`src/rtl/updown_timer_ctrl.sv`:
```
// updown_timer_ctrl: parametrised up/down timer with wrap or stop-at-limit
// behaviour, preload, terminal-count pulse, sticky expiry and alarm compare.
// Every output is driven straight from a register. rst_n is expected to be
// released synchronously to clk_in by the upstream reset controller, so only
// its assertion is treated asynchronously here.

module updown_timer_ctrl #(
   parameter int WIDTH     = 14,
   parameter int MAX_COUNT = 5999
) (
   input  logic             clk_in,
   input  logic             rst_n,
   input  logic             tick_en,
   input  logic [1:0]       key,
   input  logic             wrap_en,
   input  logic             load,
   input  logic [WIDTH-1:0] load_val,
   input  logic [WIDTH-1:0] alarm_val,
   output logic [WIDTH-1:0] count,
   output logic             tc_pulse,
   output logic             expired,
   output logic             alarm_hit,
   output logic [2:0]       state
);

   typedef enum logic [2:0] {
      ST_CLEARED = 3'd0,
      ST_UP      = 3'd1,
      ST_DOWN    = 3'd2,
      ST_PAUSED  = 3'd3,
      ST_EXPIRED = 3'd4
   } state_t;

   localparam logic [1:0]       KEY_UP    = 2'b00;
   localparam logic [1:0]       KEY_CLEAR = 2'b01;
   localparam logic [1:0]       KEY_HOLD  = 2'b10;
   localparam logic [1:0]       KEY_DOWN  = 2'b11;
   localparam logic [WIDTH-1:0] MAX_C     = WIDTH'(MAX_COUNT);
   localparam logic [WIDTH-1:0] ZERO_C    = {WIDTH{1'b0}};
   localparam logic [WIDTH-1:0] ONE_C     = {{(WIDTH-1){1'b0}}, 1'b1};

   state_t           state_r, state_s;
   logic [WIDTH-1:0] count_r, count_s;
   logic             tc_r, tc_s;
   logic             expired_r, expired_s;
   logic             alarm_pend_r, alarm_pend_s;
   logic             alarm_r;

   // Preload values above the top count saturate at the top count.
   function automatic logic [WIDTH-1:0] clamp_load(input logic [WIDTH-1:0] v);
      return (v > MAX_C) ? MAX_C : v;
   endfunction

   // Next-state, next-count and flag decode in priority order:
   // load, clear, expired stall, normal counting.
   always_comb begin
      state_s   = state_r;
      count_s   = count_r;
      expired_s = expired_r;
      tc_s      = 1'b0;
      if (load) begin
         count_s   = clamp_load(load_val);
         expired_s = 1'b0;
         case (key)
            KEY_HOLD: state_s = ST_PAUSED;
            KEY_DOWN: state_s = ST_DOWN;
            default:  state_s = ST_UP;
         endcase
      end else if (key == KEY_CLEAR) begin
         count_s   = ZERO_C;
         expired_s = 1'b0;
         state_s   = ST_CLEARED;
      end else if (state_r == ST_EXPIRED) begin
         // Only a direction reversal away from the limit releases the stall.
         if ((key == KEY_DOWN) && (count_r == MAX_C)) begin
            state_s   = ST_DOWN;
            expired_s = 1'b0;
            if (tick_en) begin
               count_s = count_r - ONE_C;
            end else begin
               count_s = count_r;
            end
         end else if ((key == KEY_UP) && (count_r == ZERO_C)) begin
            state_s   = ST_UP;
            expired_s = 1'b0;
            if (tick_en) begin
               count_s = count_r + ONE_C;
            end else begin
               count_s = count_r;
            end
         end else begin
            state_s = ST_EXPIRED;
         end
      end else begin
         case (key)
            KEY_HOLD: state_s = ST_PAUSED;
            KEY_UP: begin
               state_s = ST_UP;
               if (!tick_en) begin
                  count_s = count_r;
               end else if (count_r < MAX_C) begin
                  count_s = count_r + ONE_C;
               end else if (wrap_en) begin
                  count_s = ZERO_C;
                  tc_s    = 1'b1;
               end else begin
                  tc_s      = 1'b1;
                  expired_s = 1'b1;
                  state_s   = ST_EXPIRED;
               end
            end
            KEY_DOWN: begin
               state_s = ST_DOWN;
               if (!tick_en) begin
                  count_s = count_r;
               end else if (count_r > ZERO_C) begin
                  count_s = count_r - ONE_C;
               end else if (wrap_en) begin
                  count_s = MAX_C;
                  tc_s    = 1'b1;
               end else begin
                  tc_s      = 1'b1;
                  expired_s = 1'b1;
                  state_s   = ST_EXPIRED;
               end
            end
            default: state_s = state_r;
         endcase
      end
   end

   // Flag a change of count onto the alarm value; the pulse itself is issued
   // one cycle later so it follows the new count on the outputs.
   always_comb begin
      if ((count_s != count_r) && (count_s == alarm_val)) begin
         alarm_pend_s = 1'b1;
      end else begin
         alarm_pend_s = 1'b0;
      end
   end

   // State, count and flag registers.
   always_ff @(posedge clk_in or negedge rst_n) begin
      if (!rst_n) begin
         state_r      <= ST_CLEARED;
         count_r      <= ZERO_C;
         tc_r         <= 1'b0;
         expired_r    <= 1'b0;
         alarm_pend_r <= 1'b0;
         alarm_r      <= 1'b0;
      end else begin
         state_r      <= state_s;
         count_r      <= count_s;
         tc_r         <= tc_s;
         expired_r    <= expired_s;
         alarm_pend_r <= alarm_pend_s;
         alarm_r      <= alarm_pend_r;
      end
   end

   assign count     = count_r;
   assign tc_pulse  = tc_r;
   assign expired   = expired_r;
   assign alarm_hit = alarm_r;
   assign state     = state_r;

endmodule

```
`config.mk`:
```
export PLATFORM = sky130hd
export DESIGN_NAME = updown_timer_ctrl
export DESIGN_NICKNAME = d
export VERILOG_FILES = /design/src/rtl/updown_timer_ctrl.sv
export SDC_FILE = /design/constraint.sdc
export NUM_CORES = 1
export LEC_CHECK = 0
export ABC_CLOCK_PERIOD_IN_PS = 4500
export BUFFER_PORTS_ARGS = -buffer_cell sky130_fd_sc_hd__buf_2
export CORE_UTILIZATION = 35
export CTS_BUF_LIST = sky130_fd_sc_hd__clkbuf_8
export DETAILED_ROUTE_END_ITERATION = 10
export GPL_TIMING_DRIVEN = 0
export SETUP_SLACK_MARGIN = 0.02
export SLEW_MARGIN = 10
export SYNTH_ARGS = -nofsm -noshare
export SYNTH_HDL_FRONTEND = slang
export SYNTH_SLANG_ARGS = --single-unit
```
`constraint.sdc`:
```
create_clock -name clk_in -period 4.5 [get_ports clk_in]
set_input_delay 0.675 -clock clk_in [delete_from_list [all_inputs] [get_ports clk_in]]
set_output_delay 0.675 -clock clk_in [all_outputs]
set_load 0.02 [all_outputs]
```
## Yosys cells after proc, flatten, opt, wreduce, memory -nomap -nowiden

Index checks and enable logic that the tools add are counted.

| word-level totals | value |
|---|---|
| register bits after elaboration | 21 |

| operators by class | value |
|---|---|
| $add $sub $neg | 2 |
| order comparisons | 3 |
| equality and inequality tests | 12 |
| muxes and demuxes | 48 |
| reductions and logical operators | 8 |

Operators by type and width:

| cell | number |
|---|---|
| 2-to-1 mux 14 bit | 14 |
| 2-to-1 mux 3 bit | 11 |
| one-hot mux 14 bit (2 select lines) | 1 |
| != test 5 bit, second input constant | 4 |
| 2-to-1 mux 1 bit | 18 |
| adder 14 x 1 -> 14 bit, second input constant | 1 |
| equality test 14 x 13 -> 1 bit, second input constant | 1 |
| equality test 14 bit | 1 |
| > comparator 14 x 1 -> 1 bit, second input constant | 1 |
| > comparator 14 x 13 -> 1 bit, second input constant | 1 |
| zero test 14 bit | 1 |
| less-than comparator 14 x 13 -> 1 bit, second input constant | 1 |
| != test 14 bit | 1 |
| subtractor 14 x 1 -> 14 bit, second input constant | 1 |
| one-hot mux 3 bit (3 select lines) | 1 |
| AND reduction 6 bit | 1 |
| nonzero test 6 bit | 1 |
| != test 5 x 3 -> 1 bit, second input constant | 1 |
| nonzero test 5 bit | 1 |
| equality test 2 bit, second input constant | 2 |
| one-hot mux 1 bit (2 select lines) | 2 |
| one-hot mux 2 bit (2 select lines) | 1 |
| equality test 3 bit, second input constant | 1 |
| logical AND 1 bit | 3 |
| other kinds (2) | 2 |

## Depth between registers and ports, before layout

| depth | value |
|---|---|
| depth after elaboration | 10 |
| depth in mapped cells | 14 |

## Least setup slack after synthesis

No wires, ideal clock.

| path | value |
|---|---|
| path kind | register to register |
| start point | reg count_r[1], in the netlist count[1] |
| end point | reg alarm_pend_r |
| setup time | 82 ps |
| arrival | 3347 ps |
| data required time | 4418 ps |
| slack | 1071 ps |
| cell stages (with the launch flop) | 15 |
| path buffers | 2 |
| clock period less this slack | 3429 ps |
| cells stage by stage | dfrtp_1 -> clkbuf_8 -> inv_1 -> ha_1 -> or3b_2 -> or4_4 -> buf_6 -> o211ai_1 -> o311a_2 -> a21oi_2 -> xor2_1 -> a311o_1 -> a2111oi_2 -> nand4b_1 -> a31oi_1 |

| between the ends | value |
|---|---|
| word-level cells in the longest chain between the ends | 10 |
| elaborated cells between the ends (all ways) | 26 |
| classes of those cells | add/sub (2); order compare (2); eq/ne (3); mux (15); reduce/logical (4) |

RTL lines:

| what | RTL line | RTL |
|---|---|---|
| start: declaration | 43 | `logic [WIDTH-1:0] count_r, count_s;` |
| start signal: assignment | 153 | `count_r <= count_s;` |
| subtractor 14 x 1 -> 14 bit (tied with other cells) | 79, 117 |  |
| 2-to-1 mux 14 bit (tied with other cells) | 116 | `end else if (count_r > ZERO_C) begin` |
| 2-to-1 mux 14 bit (on tied branches) | 114, 83, 99 |  |
| one-hot mux 14 bit (2 select lines) / 2-to-1 mux 14 bit (equally long branches) | 95, 75 |  |
| 2-to-1 mux 14 bit (*) | 73 | `end else if (state_r == ST_EXPIRED) begin` |
| 2-to-1 mux 14 bit (*) | 69 | `end else if (key == KEY_CLEAR) begin` |
| 2-to-1 mux 14 bit (*) | 61 | `if (load) begin` |
| via count_s[7] | 43 |  |
| != test 14 bit / equality test 14 bit (equally long branches) | 135 | `if ((count_s != count_r) && (count_s == alarm_val)) begin` |
| logical AND 1 bit (*) | 135 |  |
| 2-to-1 mux 1 bit (*) | 135 |  |
| via alarm_pend_s | 46 | `logic alarm_pend_r, alarm_pend_s;` |
| end signal: assignment | 156 | `alarm_pend_r <= alarm_pend_s;` |
| end: declaration | 46 |  |

Mark *: on every way through the listed nets, which the timed path passes. The rest lies on a longest branch.
A chain may end at the register's enable or synchronous reset.

## Final worst setup path

| path | value |
|---|---|
| start point | reg count_r[9], in the netlist count[9] |
| end point | reg alarm_pend_r |

| between the ends | value |
|---|---|
| word-level cells in the longest chain between the ends | 10 |
| elaborated cells between the ends (all ways) | 26 |
| classes of those cells | add/sub (2); order compare (2); eq/ne (3); mux (15); reduce/logical (4) |

RTL lines:

| what | RTL line |
|---|---|
| subtractor 14 x 1 -> 14 bit (tied with other cells) | 79, 117 |
| 2-to-1 mux 14 bit (tied with other cells) | 116 |
| 2-to-1 mux 14 bit (on tied branches) | 114, 83, 99 |
| one-hot mux 14 bit (2 select lines) / 2-to-1 mux 14 bit (equally long branches) | 95, 75 |
| 2-to-1 mux 14 bit | 73 |
| 2-to-1 mux 14 bit | 69 |
| 2-to-1 mux 14 bit | 61 |
| != test 14 bit / equality test 14 bit (equally long branches) | 135 |
| logical AND 1 bit (*) | 135 |
| 2-to-1 mux 1 bit (*) | 135 |
| via alarm_pend_s | 46 |

Marks and branches as above.

==> flow_summary_export.csv <==
group,metric,value,unit
finish,fillerInstances,1013,
yosys,async_flop_share,100,%
detailed_routing,first_pass_iters,5,
power_and_ir_drop,power_density,229,nW/um2
yosys,yosysMostFrequentCell,"nor2_1",
global_routing,grtUsageMet3,7.28,%
critical_path,cp_slowest_stage_delay,0.68,ns
critical_path,cp_max_fo,10,
detailed_routing,drc,0,
power_and_ir_drop,finalPower,0.893,mW
timing,finalCritPeriodShare,95.8,%
finish,num-nets-final,570,
global_routing,grt_pass1_vias,4036,
yosys,synthFlopType,"dfrtp_1",
critical_path,cp_slowest_cell,"nor4_1",
global_routing,grt_max_degree,22,
hold_path,hp-class,"in -> async",
timing,setup_violations,0,
yosys,yosys_warnings,0,
detailed_routing,drtIter0Drc,515,
cts,htreeDepth,1,
power_and_ir_drop,p_leak,1.47,nW
global_routing,antenna_found_initial,0,
detailed_routing,ant_nets,0,
global_routing,grtUsageMet2,52.3,%
global_routing,grt_pass1_wl,25300,um
placement,placed_cell_area,3840,um2
cts,cts_buffers,3,
timing,fmax,232,MHz
timing,period_needed,4.31,ns
critical_path,path_class,"reg -> reg",
yosys,netlist.area_leader.share,15.5,%
floorplan,ios,55,
yosys,synth-edff-count,0,
floorplan,dieArea,10100,um2
floorplan,fp.coreArea,9330,um2
yosys,seq_area_frac_synth,15.5,%
yosys,ys_seq_elements,21,
critical_path,path_cells,"clkbuf_1 > nor4_1 > nand3_1 > nor3_1 > a221oi_1 > a211oi_1 > nor3_1 > or4_1 > nor4b_1 > a31oi_1",
finish,final_area,3910,um2
yosys,syn_area,3400,um2
power_and_ir_drop,ir_worst_vdd,0.000111,V
detailed_routing,dr_total_vias,4339,
critical_path,start_kind,"register",
critical_path,endpoint_kind,"register",
yosys,synth_common_cells,"nor2_1 (42), nand2_1 (36), o21ai_0 (33)",
cts,clock_latency,0.29,ns
timing,rsz0062_at_grt,"no",
floorplan,die_w,101,um
cts,cts.reportedPaths.clkPinSlew,0.11,ns
run,cap_viol_max_count,0,
floorplan,start_util,36.4,%
floorplan,num_rows,35,
timing,finClkSkew,0.0211,ns
critical_path,crit_arrival,4.46,ns
cts,cts-root-buf,"clkbuf_8",
timing,setup_ws,0.187,ns
critical_path,critical_path_required,4.65,ns
yosys,synth_cell_type_count,82,
placement,post-place-ws,-0.0267,ns
finish,layout-drive-gt1-share,20.9,%
yosys,netlist_instances,467,
floorplan,die-height,101,um
global_routing,grt_use_total,34.4,%
cts,cts_buffer_depth,2,
yosys,synth_area_leaders,"dfrtp_1 (15%), o21ai_0 (4.9%), nor2_1 (4.6%)",
cts,clock-sinks,21,
timing,totalNegativeSetupSlack,0,ns
global_routing,grt_busiest_layer,"met2",
critical_path,cpMostUsedCell,"nor3_1",
detailed_routing,drt-total-wl,17000,um
yosys,syn_nets,510,
timing,relSlewSlack,11.5,%
placement,io_buffers,54,
yosys,syn_area_per_cell,7.27,um2
global_routing,use_met1,46.2,%
timing,worst_pin_slew,1.32,ns
cts,tritoncts,"yes",
finish,antenna_cells,0,
yosys,yosysTopAreaCell,"dfrtp_1",
timing,drv_slew,0,
detailed_routing,wl_per_cell,25.9,um
outcome,status,"finished, final reports clean",
cts,cts_hold_buffers,0,
timing,hold_viol,0,
placement,dpl.hpwl,13100,um
global_routing,grt-ovfl-total,0,
detailed_routing,via_per_inst,6.62,
finish,area_growth,15.1,%
placement,globalplace.congestion,0.978,
[sequential cells by signal, summed over array words and instances, names as in the netlist]
name	count
alarm_hit	1
alarm_pend_r	1
count	14
expired	1
state	3
tc_pulse	1
[worst paths after layout]
path	from	to	slack (ns)	cells after the start
max reg2reg	count[9]	alarm_pend_r	0.19	10
min reg2reg	alarm_pend_r	alarm_hit	0.37	0
max in group asynchronous	rst_n	count[11]	3.76	1
min	rst_n	count[0]	0.35	1
max	count[9]	alarm_pend_r	0.19	10
min in group clk_in	alarm_pend_r	alarm_hit	0.37	0
[metrics by stage]
step / hold WS (ns) / std cells / util [%]
3_5_place_dp: 0.341 / 651 / 41.2
3_3_place_gp: 0.342 / 650 / 41.0
2_1_floorplan: 0.331 / 467 / -
4_1_cts: 0.371 / 655 / 41.8
5_1_grt: 0.380 / 655 / 41.9
6_report: 0.355 / 655 / 41.9
[area by class of cell]
class	count	area, um2	area share (%)
multi-input combinational	388	2550	65.2
sequential	21	526	13.4
timing repair buffer	55	278	7.11
buffer	39	278	7.11
tap	129	161	4.13
inverter	19	71.3	1.83
clock buffer	3	41.3	1.06
clock inverter	1	5.00	0.128
[logic make-up after synthesis]
kind of cell               share of synthesized area [%]
muxes                                               2.73
DFF                                                 15.5
adders and majority gates                           2.95
xor gates and xnor gates                            4.90
AOI/OAI and AO/OA                                   29.8
and+or+nand+nor                                     33.9
buffers and inverters                               10.3
[worst max-delay path, delay by kind of cell, from the launching register on]
| family | cells | cell delay [ns] |
|---|---|---|
| buffers and inverters | 1 | 0.28 |
| AND/OR/NAND/NOR | 6 | 2.52 |
| flip-flops | 1 | 0.40 |
| AO/OA/AOI/OAI | 3 | 0.98 |
[power by group]
| part | internal (mW) | switching (mW) |
|---|---|---|
| clock network | 0.0623 | 0.0827 |
| registers | 0.205 | 0.0210 |
| logic | 0.176 | 0.347 |
[cells in the final DEF, fill, tap and decap left out, types with 4 or more instances in the layout]
| master | instances |
|---|---|
| nand3_1 | 23 |
| xor2_1 | 8 |
| mux2i_1 | 7 |
| o21ai_0 | 33 |
| o31ai_1 | 5 |
| nand4_1 | 8 |
| nor3_1 | 26 |
| nand2_1 | 36 |
| dfrtp_1 | 21 |
| buf_6 | 8 |
| a31oi_1 | 10 |
| or4_1 | 9 |
| or2_2 | 4 |
| or3_1 | 5 |
| nor2b_1 | 6 |
| nand2b_1 | 4 |
| xnor2_1 | 11 |
| nor2_1 | 42 |
| buf_2 | 55 |
| ha_1 | 8 |
| nor4_1 | 8 |
| nor3b_1 | 5 |
| inv_1 | 19 |
| o22ai_1 | 6 |
| clkbuf_1 | 22 |
| o211ai_1 | 8 |
| a211oi_1 | 11 |
| a21oi_1 | 23 |
| clkbuf_8 | 9 |
[layer usage]
layer / vias up / share of wire (%)
li1: 1896 / -
met1: 2115 / 43
met2: 265 / 44
met3: 63 / 8.1
met4: 0 / 5.3
met5: - / 0
[what timing repair did]
action	in CTS	in global routing
gates resized for setup	1	2
setup buffers	0	0
endpoints found under the setup margin	1	1
hold endpoints to repair	0	0
Note: power is estimated with default switching activity, not from simulation.
